==> config.mk <==
export PLATFORM = sky130hd
export DESIGN_NAME = sc_gameflow_controller
export DESIGN_NICKNAME = d
export VERILOG_FILES = /design/src/rtl/sc_gameflow_pkg.sv /design/src/rtl/sc_gameflow_button_sync.sv /design/src/rtl/sc_gameflow_controller.sv
export SDC_FILE = /design/constraint.sdc
export NUM_CORES = 1
export LEC_CHECK = 0
export CAP_MARGIN = 20
export CORE_AREA = 2 2 51 53
export CTS_BUF_LIST = sky130_fd_sc_hd__clkbuf_8
export DETAILED_ROUTE_END_ITERATION = 16
export DIE_AREA = 0 0 53 55
export GPL_TIMING_DRIVEN = 0
export HOLD_SLACK_MARGIN = 0.08
export PLACE_DENSITY = 0.64
export SLEW_MARGIN = 20
export SYNTH_ARGS = -nofsm -noshare
export SYNTH_HDL_FRONTEND = slang
export SYNTH_SLANG_ARGS = --single-unit
==> constraint.sdc <==
create_clock -name SC_STATEMACHINEGENERAL_CLOCK_50 -period 1.74 [get_ports SC_STATEMACHINEGENERAL_CLOCK_50]
set_input_delay 0.174 -clock SC_STATEMACHINEGENERAL_CLOCK_50 [delete_from_list [all_inputs] [get_ports SC_STATEMACHINEGENERAL_CLOCK_50]]
set_output_delay 0.174 -clock SC_STATEMACHINEGENERAL_CLOCK_50 [all_outputs]
set_load 0.01 [all_outputs]
==> src/rtl/sc_gameflow_pkg.sv <==
// Shared state codes and default sizing for the Frogger game-flow sequencer,
// so the display and speed-select blocks decode the same values.
package sc_gameflow_pkg;

    localparam logic [2:0] STATE_IDLE       = 3'd0;
    localparam logic [2:0] STATE_CLEAR      = 3'd1;
    localparam logic [2:0] STATE_WAIT_START = 3'd2;
    localparam logic [2:0] STATE_PLAY       = 3'd3;
    localparam logic [2:0] STATE_HIT        = 3'd4;
    localparam logic [2:0] STATE_GOAL       = 3'd5;
    localparam logic [2:0] STATE_RESPAWN    = 3'd6;
    localparam logic [2:0] STATE_END        = 3'd7;

    typedef enum logic [2:0] {
        StIdle      = STATE_IDLE,
        StClear     = STATE_CLEAR,
        StWaitStart = STATE_WAIT_START,
        StPlay      = STATE_PLAY,
        StHit       = STATE_HIT,
        StGoal      = STATE_GOAL,
        StRespawn   = STATE_RESPAWN,
        StEnd       = STATE_END
    } gameState_t;

    localparam int unsigned GF_LIVES_INIT   = 3;
    localparam int unsigned GF_LIVES_MAX    = 7;
    localparam int unsigned GF_LIVES_W      = 3;
    localparam int unsigned GF_LEVELS       = 4;
    localparam int unsigned GF_LEVEL_W      = 2;
    localparam int unsigned GF_CLEAR_CYCLES = 4;

    // Width of a down-counter that must hold cycles-1.
    function automatic int unsigned clearCntWidth(input int unsigned cycles);
        return (cycles > 1) ? $clog2(cycles) : 1;
    endfunction

endpackage

==> src/rtl/sc_gameflow_button_sync.sv <==
// Two-flop synchronizer plus falling-edge one-shot for an active-low key.
// All flops reset to 1 (key released), so reset never fakes a press.
module sc_gameflow_button_sync (
    input  logic SC_STATEMACHINEGENERAL_CLOCK_50,
    input  logic SC_STATEMACHINEGENERAL_RESET_InHigh,
    input  logic SC_BUTTONSYNC_button_InLow,
    output logic SC_BUTTONSYNC_press_OutHigh
);

    logic meta_q;
    logic sync_q;
    logic prev_q;

    always_ff @(posedge SC_STATEMACHINEGENERAL_CLOCK_50 or posedge SC_STATEMACHINEGENERAL_RESET_InHigh) begin
        if (SC_STATEMACHINEGENERAL_RESET_InHigh) begin
            meta_q <= 1'b1;
            sync_q <= 1'b1;
            prev_q <= 1'b1;
        end else begin
            meta_q <= SC_BUTTONSYNC_button_InLow;
            sync_q <= meta_q;
            prev_q <= sync_q;
        end
    end

    // High for the single cycle where the synchronized key goes 1 -> 0.
    assign SC_BUTTONSYNC_press_OutHigh = prev_q & ~sync_q;

endmodule

==> src/rtl/sc_gameflow_controller.sv <==
// Round and lives sequencer for Frogger: clear, wait-for-start, play, hit, goal,
// respawn and end phases. Define FROGGER_BONUS_LIFE_EN to award a life per level-up.
module sc_gameflow_controller
    import sc_gameflow_pkg::*;
#(
    parameter int unsigned LIVES_INIT   = GF_LIVES_INIT,
    parameter int unsigned LIVES_MAX    = GF_LIVES_MAX,
    parameter int unsigned LIVES_W      = GF_LIVES_W,
    parameter int unsigned LEVELS       = GF_LEVELS,
    parameter int unsigned LEVEL_W      = GF_LEVEL_W,
    parameter int unsigned CLEAR_CYCLES = GF_CLEAR_CYCLES
) (
    input  logic               SC_STATEMACHINEGENERAL_CLOCK_50,
    input  logic               SC_STATEMACHINEGENERAL_RESET_InHigh,
    input  logic               SC_GAMEFLOW_startButton_InLow,
    input  logic               SC_GAMEFLOW_frogHit_InLow,
    input  logic               SC_GAMEFLOW_frogGoal_InLow,
    output logic               SC_GAMEFLOW_clear_OutLow,
    output logic               SC_GAMEFLOW_respawn_OutLow,
    output logic               SC_GAMEFLOW_playing_OutHigh,
    output logic               SC_GAMEFLOW_gameOver_OutHigh,
    output logic               SC_GAMEFLOW_win_OutHigh,
    output logic [LIVES_W-1:0] SC_GAMEFLOW_lives_OutBus,
    output logic [LEVEL_W-1:0] SC_GAMEFLOW_level_OutBus,
    output logic [2:0]         SC_GAMEFLOW_state_OutBus
);

    localparam int unsigned CLR_W = clearCntWidth(CLEAR_CYCLES);
    localparam logic [CLR_W-1:0]   CLR_LOAD   = CLR_W'(CLEAR_CYCLES - 1);
    localparam logic [LIVES_W-1:0] LIVES_LOAD = LIVES_W'(LIVES_INIT);
    localparam logic [LEVEL_W-1:0] LEVEL_LAST = LEVEL_W'(LEVELS - 1);

    if (CLEAR_CYCLES < 1 || LEVELS < 1 || LEVELS > (2 ** LEVEL_W) ||
        LIVES_MAX >= (2 ** LIVES_W) || LIVES_INIT >= (2 ** LIVES_W)) begin : gBadParams
        $error("sc_gameflow_controller: inconsistent parameters");
    end

    gameState_t         state_q, state_d;
    logic [LIVES_W-1:0] lives_q, lives_d;
    logic [LEVEL_W-1:0] level_q, level_d;
    logic               gameOver_q, gameOver_d;
    logic               win_q, win_d;
    logic [CLR_W-1:0]   clrCnt_q, clrCnt_d;
    logic               startEvent;

    sc_gameflow_button_sync uStartSync (
        .SC_STATEMACHINEGENERAL_CLOCK_50    (SC_STATEMACHINEGENERAL_CLOCK_50),
        .SC_STATEMACHINEGENERAL_RESET_InHigh(SC_STATEMACHINEGENERAL_RESET_InHigh),
        .SC_BUTTONSYNC_button_InLow         (SC_GAMEFLOW_startButton_InLow),
        .SC_BUTTONSYNC_press_OutHigh        (startEvent)
    );

    always_ff @(posedge SC_STATEMACHINEGENERAL_CLOCK_50 or posedge SC_STATEMACHINEGENERAL_RESET_InHigh) begin
        if (SC_STATEMACHINEGENERAL_RESET_InHigh) begin
            state_q    <= StIdle;
            lives_q    <= LIVES_LOAD;
            level_q    <= '0;
            gameOver_q <= 1'b0;
            win_q      <= 1'b0;
            clrCnt_q   <= CLR_LOAD;
        end else begin
            state_q    <= state_d;
            lives_q    <= lives_d;
            level_q    <= level_d;
            gameOver_q <= gameOver_d;
            win_q      <= win_d;
            clrCnt_q   <= clrCnt_d;
        end
    end

    always_comb begin
        state_d    = state_q;
        lives_d    = lives_q;
        level_d    = level_q;
        gameOver_d = gameOver_q;
        win_d      = win_q;
        // Counter idles at its load value so every CLEAR visit is full length.
        clrCnt_d   = CLR_LOAD;

        unique case (state_q)
            StIdle: state_d = StClear;
            StClear: begin
                if (clrCnt_q == '0) begin
                    state_d = StWaitStart;
                end else begin
                    clrCnt_d = clrCnt_q - CLR_W'(1);
                end
            end
            StWaitStart: begin
                if (startEvent) state_d = StPlay;
            end
            StPlay: begin
                if (!SC_GAMEFLOW_frogHit_InLow) begin
                    state_d = StHit;
                end else if (!SC_GAMEFLOW_frogGoal_InLow) begin
                    state_d = StGoal;
                end
            end
            StHit: begin
                if (lives_q <= LIVES_W'(1)) begin
                    lives_d    = '0;
                    gameOver_d = 1'b1;
                    state_d    = StEnd;
                end else begin
                    lives_d = lives_q - LIVES_W'(1);
                    state_d = StRespawn;
                end
            end
            StGoal: begin
                if (level_q == LEVEL_LAST) begin
                    win_d   = 1'b1;
                    state_d = StEnd;
                end else begin
                    level_d = level_q + LEVEL_W'(1);
`ifdef FROGGER_BONUS_LIFE_EN
                    if (lives_q < LIVES_W'(LIVES_MAX)) begin
                        lives_d = lives_q + LIVES_W'(1);
                    end else begin
                        lives_d = LIVES_W'(LIVES_MAX);
                    end
`else
                    lives_d = lives_q;
`endif
                    state_d = StRespawn;
                end
            end
            StRespawn: begin
                // Datapath must drop both flags before play resumes.
                if (SC_GAMEFLOW_frogHit_InLow && SC_GAMEFLOW_frogGoal_InLow) state_d = StPlay;
            end
            StEnd: begin
                if (startEvent) state_d = StClear;
            end
        endcase

        // New game: counters are reloaded on the way into CLEAR.
        if (state_d == StClear) begin
            lives_d    = LIVES_LOAD;
            level_d    = '0;
            gameOver_d = 1'b0;
            win_d      = 1'b0;
        end
    end

    assign SC_GAMEFLOW_clear_OutLow     = !(state_q == StIdle || state_q == StClear);
    assign SC_GAMEFLOW_respawn_OutLow   = (state_q != StRespawn);
    assign SC_GAMEFLOW_playing_OutHigh  = (state_q == StPlay);
    assign SC_GAMEFLOW_gameOver_OutHigh = gameOver_q;
    assign SC_GAMEFLOW_win_OutHigh      = win_q;
    assign SC_GAMEFLOW_lives_OutBus     = lives_q;
    assign SC_GAMEFLOW_level_OutBus     = level_q;
    assign SC_GAMEFLOW_state_OutBus     = state_q;

endmodule

# ---- Word-level counts from Yosys, hierarchy flattened
# Index checks and enable logic that the tools add are counted.
dict set report totals {
  reg_bits 15
  out_inout_bits 13
  in_bits 5
  elab_cells 61
}
dict set report op_classes {
  eq_ne 11
  bitwise 2
  addsub 3
  n_reduce_logical 12
  mux 23
  magnitude_cmp 1
}
# cell count
set ops {}
lappend ops {{$mux 3} 9}
lappend ops {{$pmux 3 s8} 1}
lappend ops {{$eq 3x3->1 const B} 4}
lappend ops {{$mux 2} 5}
lappend ops {{$mux 1} 8}
lappend ops {{$reduce_bool 2->1} 4}
lappend ops {{$eq 3x1->1 const B} 2}
lappend ops {{$eq 3x2->1 const B} 2}
lappend ops {{$reduce_and 2->1} 3}
lappend ops {{$le 3x1->1 const B} 1}
lappend ops {{$logic_not 3->1} 1}
lappend ops {{$ne 3x3->1 const B} 1}
lappend ops {{$sub 3x1->3 const B} 1}
lappend ops {{$add 2x1->2 const B} 1}
lappend ops {{$eq 2x2->1 const B} 1}
lappend ops {{$logic_not 2->1} 1}
lappend ops {{$ne 2x1->1 const B} 1}
lappend ops {{$sub 2x1->2 const B} 1}
lappend ops {{$and 1x1->1} 1}
lappend ops {{$logic_and 1x1->1} 1}
lappend ops {{$logic_not 1->1} 1}
lappend ops {{$logic_or 1x1->1} 1}
lappend ops {{$not 1->1} 1}

# ---- Longest topological paths before layout
dict set report depth {
  word_depth 7
  depth_mapped 5
  depth_no_buf 5
}

# ---- By module
# From an unflattened synthesis, not the netlist that was laid out.
dict set report unflattened {
  hier_cells 80
  area_unflattened_um2 824.5
}
# mod seq_area_each_um2 cells_per_inst n_inst area_per_inst_um2
set by_module_without_submodules {}
lappend by_module_without_submodules {sc_gameflow_controller 305.3 75 1 728.2}
lappend by_module_without_submodules {sc_gameflow_button_sync 78.8 5 1 96.3}

# ---- Worst setup path before layout
# OpenSTA, ideal clock, no wires.
dict set report synth_path {
  kind {reg2reg}
  from {register clrCnt_q[0]}
  to {register level_q[0] (netlist: SC_GAMEFLOW_level_OutBus[0])}
  required_time_ps 1609
  path_slack_ps 242
  setup_time_ps 131
  t_arrival_ps 1366
  synth_period_minus_slack_ps 1498
  n_path_buf 0
  path_stages_with_launch 6
  path_cell_list {dfstp_2 inv_1 ha_1 a211oi_1 o21bai_1 nor2_1}
}
dict set report synth_between {
  elab_chain_len 6
  word_cells_on_any_way 8
  cone_classes {2 x eq/ne; 3 x mux; 3 x reduce/logical}
}
# item line_no
set synth_rtl {}
lappend synth_rtl {{start, declared} sc_gameflow_controller.sv:43} ;# logic [CLR_W-1:0] clrCnt_q, clrCnt_d;
lappend synth_rtl {{start signal, assigned} sc_gameflow_controller.sv:67} ;# clrCnt_q <= clrCnt_d;
lappend synth_rtl {{$logic_not 2->1 (*)} sc_gameflow_controller.sv:83} ;# if (clrCnt_q == '0) begin
lappend synth_rtl {{$mux 3 (*)} sc_gameflow_controller.sv:83}
lappend synth_rtl {{$pmux 3 s8 (*)} sc_gameflow_controller.sv:80} ;# unique case (state_q)
lappend synth_rtl {{$eq 3x1->1 (*)} sc_gameflow_controller.sv:137} ;# if (state_d == StClear) begin
lappend synth_rtl {{$ne 2x1->1 (no source line) or $reduce_bool 2->1 (tied branches)} --}
lappend synth_rtl {{$reduce_and 2->1 (no source line)} --}
lappend synth_rtl {{end signal, assigned} sc_gameflow_controller.sv:64} ;# level_q <= level_d;
lappend synth_rtl {{end, declared} sc_gameflow_controller.sv:40} ;# logic [LEVEL_W-1:0] level_q, level_d;
# Mark *: on every way between the ends. The rest lies on a longest branch, timed or not.
# A chain may end at the register's enable or synchronous reset.

# ---- Worst setup path after layout
dict set report layout_path {
  from {register clrCnt_q[0]}
  to {register win_q (netlist: SC_GAMEFLOW_win_OutHigh)}
}
dict set report layout_between {
  elab_chain_len 6
  word_cells_on_any_way 8
  cone_classes {1 x eq/ne; 3 x mux; 4 x reduce/logical}
}
# item line_no
set layout_rtl {}
lappend layout_rtl {{$logic_not 2->1 (*)} sc_gameflow_controller.sv:83}
lappend layout_rtl {{$mux 3 (*)} sc_gameflow_controller.sv:83}
lappend layout_rtl {{$pmux 3 s8 (*)} sc_gameflow_controller.sv:80}
lappend layout_rtl {{$eq 3x1->1 (*)} sc_gameflow_controller.sv:137}
lappend layout_rtl {{$reduce_bool 2->1 (no source line)} --}
lappend layout_rtl {{$reduce_and 2->1 (no source line)} --}
lappend layout_rtl {{end signal, assigned} sc_gameflow_controller.sv:66} ;# win_q <= win_d;
lappend layout_rtl {{end, declared} sc_gameflow_controller.sv:42} ;# logic win_q, win_d;
# Marks and branches as above.

==> summary.md <==
| Metric | Value |
|---|---|
| CTS clk-pin slew, worst paths | around 0.060 ns |
| Sw frac | 35.3% |
| Register area | roughly 390 µm² |
| Vias in the first global route | between 500 and 600 |
| Clock power frac | approximately 17% |
| Placed cell areas | slightly below 0.001 mm² |
| Syn Inst Count | 76 |
| Top post-synthesis cells by area | dfrtp_1 (26%), dfstp_2 (24%), ha_1 (6.5%) |
| Prevailing post-synth register cell | dfrtp_1 |
| Num rows | 18 |
| Yosys warns | 0 |
| Worst Path Arrival | between 1.5 and 2 ns |
| Initial cell density of the core | around a third |
| Initial antenna violation count | 0 |
| Slew HR | about three fifths |
| Layout cells sized above 1 | approximately 23% |
| DRT iter0 DRCs | 11 |
| Root Buffer | clkbuf_8 |
| Leakage dissipation | around 0.5 nW |
| Clock Path Buffers | 2 |
| WL/cell | 11.5 µm |
| Period minus WS final | around 1.6 ns |
| Syn Area/Cell | 10.2 µm² |
| Total CTS buffers | 3 |
| Die height | about 55 µm |
| Final GP Congestion | 0.724 |
| Setup CP Type | register to register |
| Asr flop ratio synth | 100% |
| Via-to-Cell Ratio | around 4.7 |
| Die X | roughly 53 µm |
| Measured slew at the worst slew-check pin | between 0.5 and 0.6 ns |
| Synth Register Bits | 15 |
| Max-slew violations | 0 |
| Clk_skew | ~0.0011 ns |
| RSZ-0062 raised after global routing | no |
| Pre-CTS setup slack | about 0.016 ns |
| Max H-tree Level | 1 |
| CP startpoint kind | register |
| Max-cap violations | 0 |
| Multi-input gate area | 359 µm² |
| Sequential area share after synthesis | around half |
| Syn nets | 85 |
| Post-Syn Area | a little under 800 µm² |
| Layout Cells excl Fill | 130 |
| Congestion Overflow GR | 0 |
| WL final | 1490 µm |
| Area delta synth->final | 40.3% |
| Cell internal pwr | roughly 1.1 mW |
| Overall routing resource usage | between 10% and 20% |
| First-pass GRT wire length | about 2600 µm |
| Cell taking the most area after synthesis | dfrtp_1 |
| CTS Hold Bufs | 0 |
| Crit path max-delay cell type | dfstp_2 |
| Clock Latency Late Sink | between 0.2 and 0.25 ns |
| CTS tree | yes |
| Layout fillers | 232 |
| Routed Antenna Nets | 0 |
| Clk sinks | 15 |
| Hold crit path type | input pin to async pin |
| Final period utilization | 93.2% |
| Routed vias | 605 |
| Final Hold Viols | 0 |
| Endpoint class of the critical path | register |
| EDFF count, synth | 0 |
| Comb pwr share | 50.4% |
| Hpwl dp | between 1000 and 1500 µm |
| Ports | 18 |
| Most frequent cells in the layout | clkdlybuf4s50_1 (14), inv_1 (10), dfstp_2 (7) |
| CP max FO | 5 |
| Part of the power in registers | about a third |
| DRC | 0 |
| Yosys cell types | 32 |
| Core area | roughly 0.0024 mm² |
| Pre-antenna DRT Iters | 4 |
| PnR worst setup slack | ~0.12 ns |
| Worst-path cell chain | inv_1 -> ha_1 -> a211oi_2 -> o21bai_1 -> nor2_1 |
| CP peak stage delay | 0.53 ns |
| CP Data Required Time | ~1.9 ns |
| Die footprint | between 0.002 and 0.003 mm² |
| Leading cell type in the layout, fill and taps excluded | clkdlybuf4s50_1 |
| Top-area cell type share of the netlist area | about a quarter |
| Placed Cells | about 120 |
| VDD IR max | approximately 0.69 mV |
| Status | finished, final reports clean |
| Max Clock Freq | 0.617 GHz |
| Number of diodes | 0 |
| Final nets | 110 |
| Final setup viols | 0 |
| IO Port Bufs | 17 |
| Pin count of the biggest net entering global routing | 16 |
| Net Switching | approximately 0.58 mW |
| Power density over the cells | between 1500 and 2000 mW/mm² |
| Finished Cell Area | between 0.001 and 0.0015 mm² |
registers in the layout, summed over array words and instances, names as in the netlist:
signal                        count
SC_GAMEFLOW_lives_OutBus          3
SC_GAMEFLOW_state_OutBus          3
SC_GAMEFLOW_level_OutBus          2
clrCnt_q                          2
SC_GAMEFLOW_gameOver_OutHigh      1
SC_GAMEFLOW_win_OutHigh           1
uStartSync.meta_q                 1
uStartSync.prev_q                 1
uStartSync.sync_q                 1
cells in the mapped netlist, types with 2 or more instances:
cell type  number
nor2_1          7
inv_1           9
dfrtp_1         8
nand2_1         4
nand3b_1        2
dfstp_2         7
nand4b_1        2
nand2b_1        2
ha_1            4
a211oi_1        2
o21ai_0         4
clkbuf_1        2
o21a_1          2
a21oi_1         2
o21ba_2         2
layout make-up:
class                           count  area share (%)
Clock buffer                        3            3.79
Timing Repair Buffer               20            18.4
Buffer                              3            2.41
Sequential cell                    15            35.5
Tap cell                           30            3.45
Clock inverter                      1           0.345
Inverter                            9            3.10
Multi-Input combinational cell     49            33.0
worst paths after layout:
check	slack, ns	depth (start not counted)	startpoint	to
max	0.12	5	clrCnt_q[0]$_DFF_PP1_	SC_GAMEFLOW_win_OutHigh$_DFFE_PP0P_
min	0.28	2	SC_STATEMACHINEGENERAL_RESET_InHigh	SC_GAMEFLOW_gameOver_OutHigh$_DFFE_PP0P_
max reg2reg	0.12	5	clrCnt_q[0]$_DFF_PP1_	SC_GAMEFLOW_win_OutHigh$_DFFE_PP0P_
min reg2reg	0.36	0	uStartSync.meta_q$_DFF_PP1_	uStartSync.sync_q$_DFF_PP1_
max in group asynchronous	1.07	2	SC_STATEMACHINEGENERAL_RESET_InHigh	SC_GAMEFLOW_state_OutBus[2]$_DFF_PP0_
min in group SC_STATEMACHINEGENERAL_CLOCK_50	0.33	1	SC_GAMEFLOW_startButton_InLow	uStartSync.meta_q$_DFF_PP1_
metrics by stage:
stage / setup TNS [ns] / hold slack (ns) / utilization (%) / total power, mW
after CTS: -0.0567 / 0.291 / 44.2 / 1.59
after detailed placement: 0 / 0.348 / 41.6 / 1.28
after global placement: 0 / 0.348 / 41.6 / 1.27
after global routing: 0 / 0.349 / 46.0 / 1.77
final: 0 / 0.277 / 46.0 / 1.64
after floorplan: 0 / 0.0705 / - / 0.973
cells by family after synthesis:
group / synth area share, %
AOI/OAI and AO/OA: 18.7
xor gates and xnor gates: 1.13
adders and majority gates: 6.45
buffers and inverters: 5.81
DFF: 49.5
muxes: 1.29
and+or+nand+nor: 17.1
repair_timing:
item / 4_1_cts / 5_1_grt
gates resized for setup: 8 / 8
setup buffers: 0 / 3
setup endpoints to repair: 7 / 11
hold endpoints to repair: 0 / 0
pin swaps: 0 / 0
power groups by stage:
stage	Combinational [mW]	Clock [mW]	Sequential [mW]
CTS	0.762	0.278	0.550
global placement	0.723	0	0.548
floorplan	0.404	0	0.569
global route	0.917	0.299	0.557
detailed placement	0.729	0	0.551
finish	0.827	0.271	0.543
per-layer routing:
layer	GRT usage (%)	vias up	wire length [µm]
li1	-	317	-
met1	16.0	270	734
met2	19.8	14	683
met3	1.61	4	56
met4	5.13	0	18
met5	0	-	0
worst max-delay path, delay by kind of cell (launching register included):
| kind | cells | cell delay [ns] |
|---|---|---|
| adders and majority gates | 1 | 0.21 |
| AOI/OAI and AO/OA | 2 | 0.62 |
| buffers and inverters | 1 | 0.04 |
| DFF | 1 | 0.53 |
| and+or+nand+nor | 1 | 0.10 |
No activity file was read; power rests on OpenSTA's default activity.
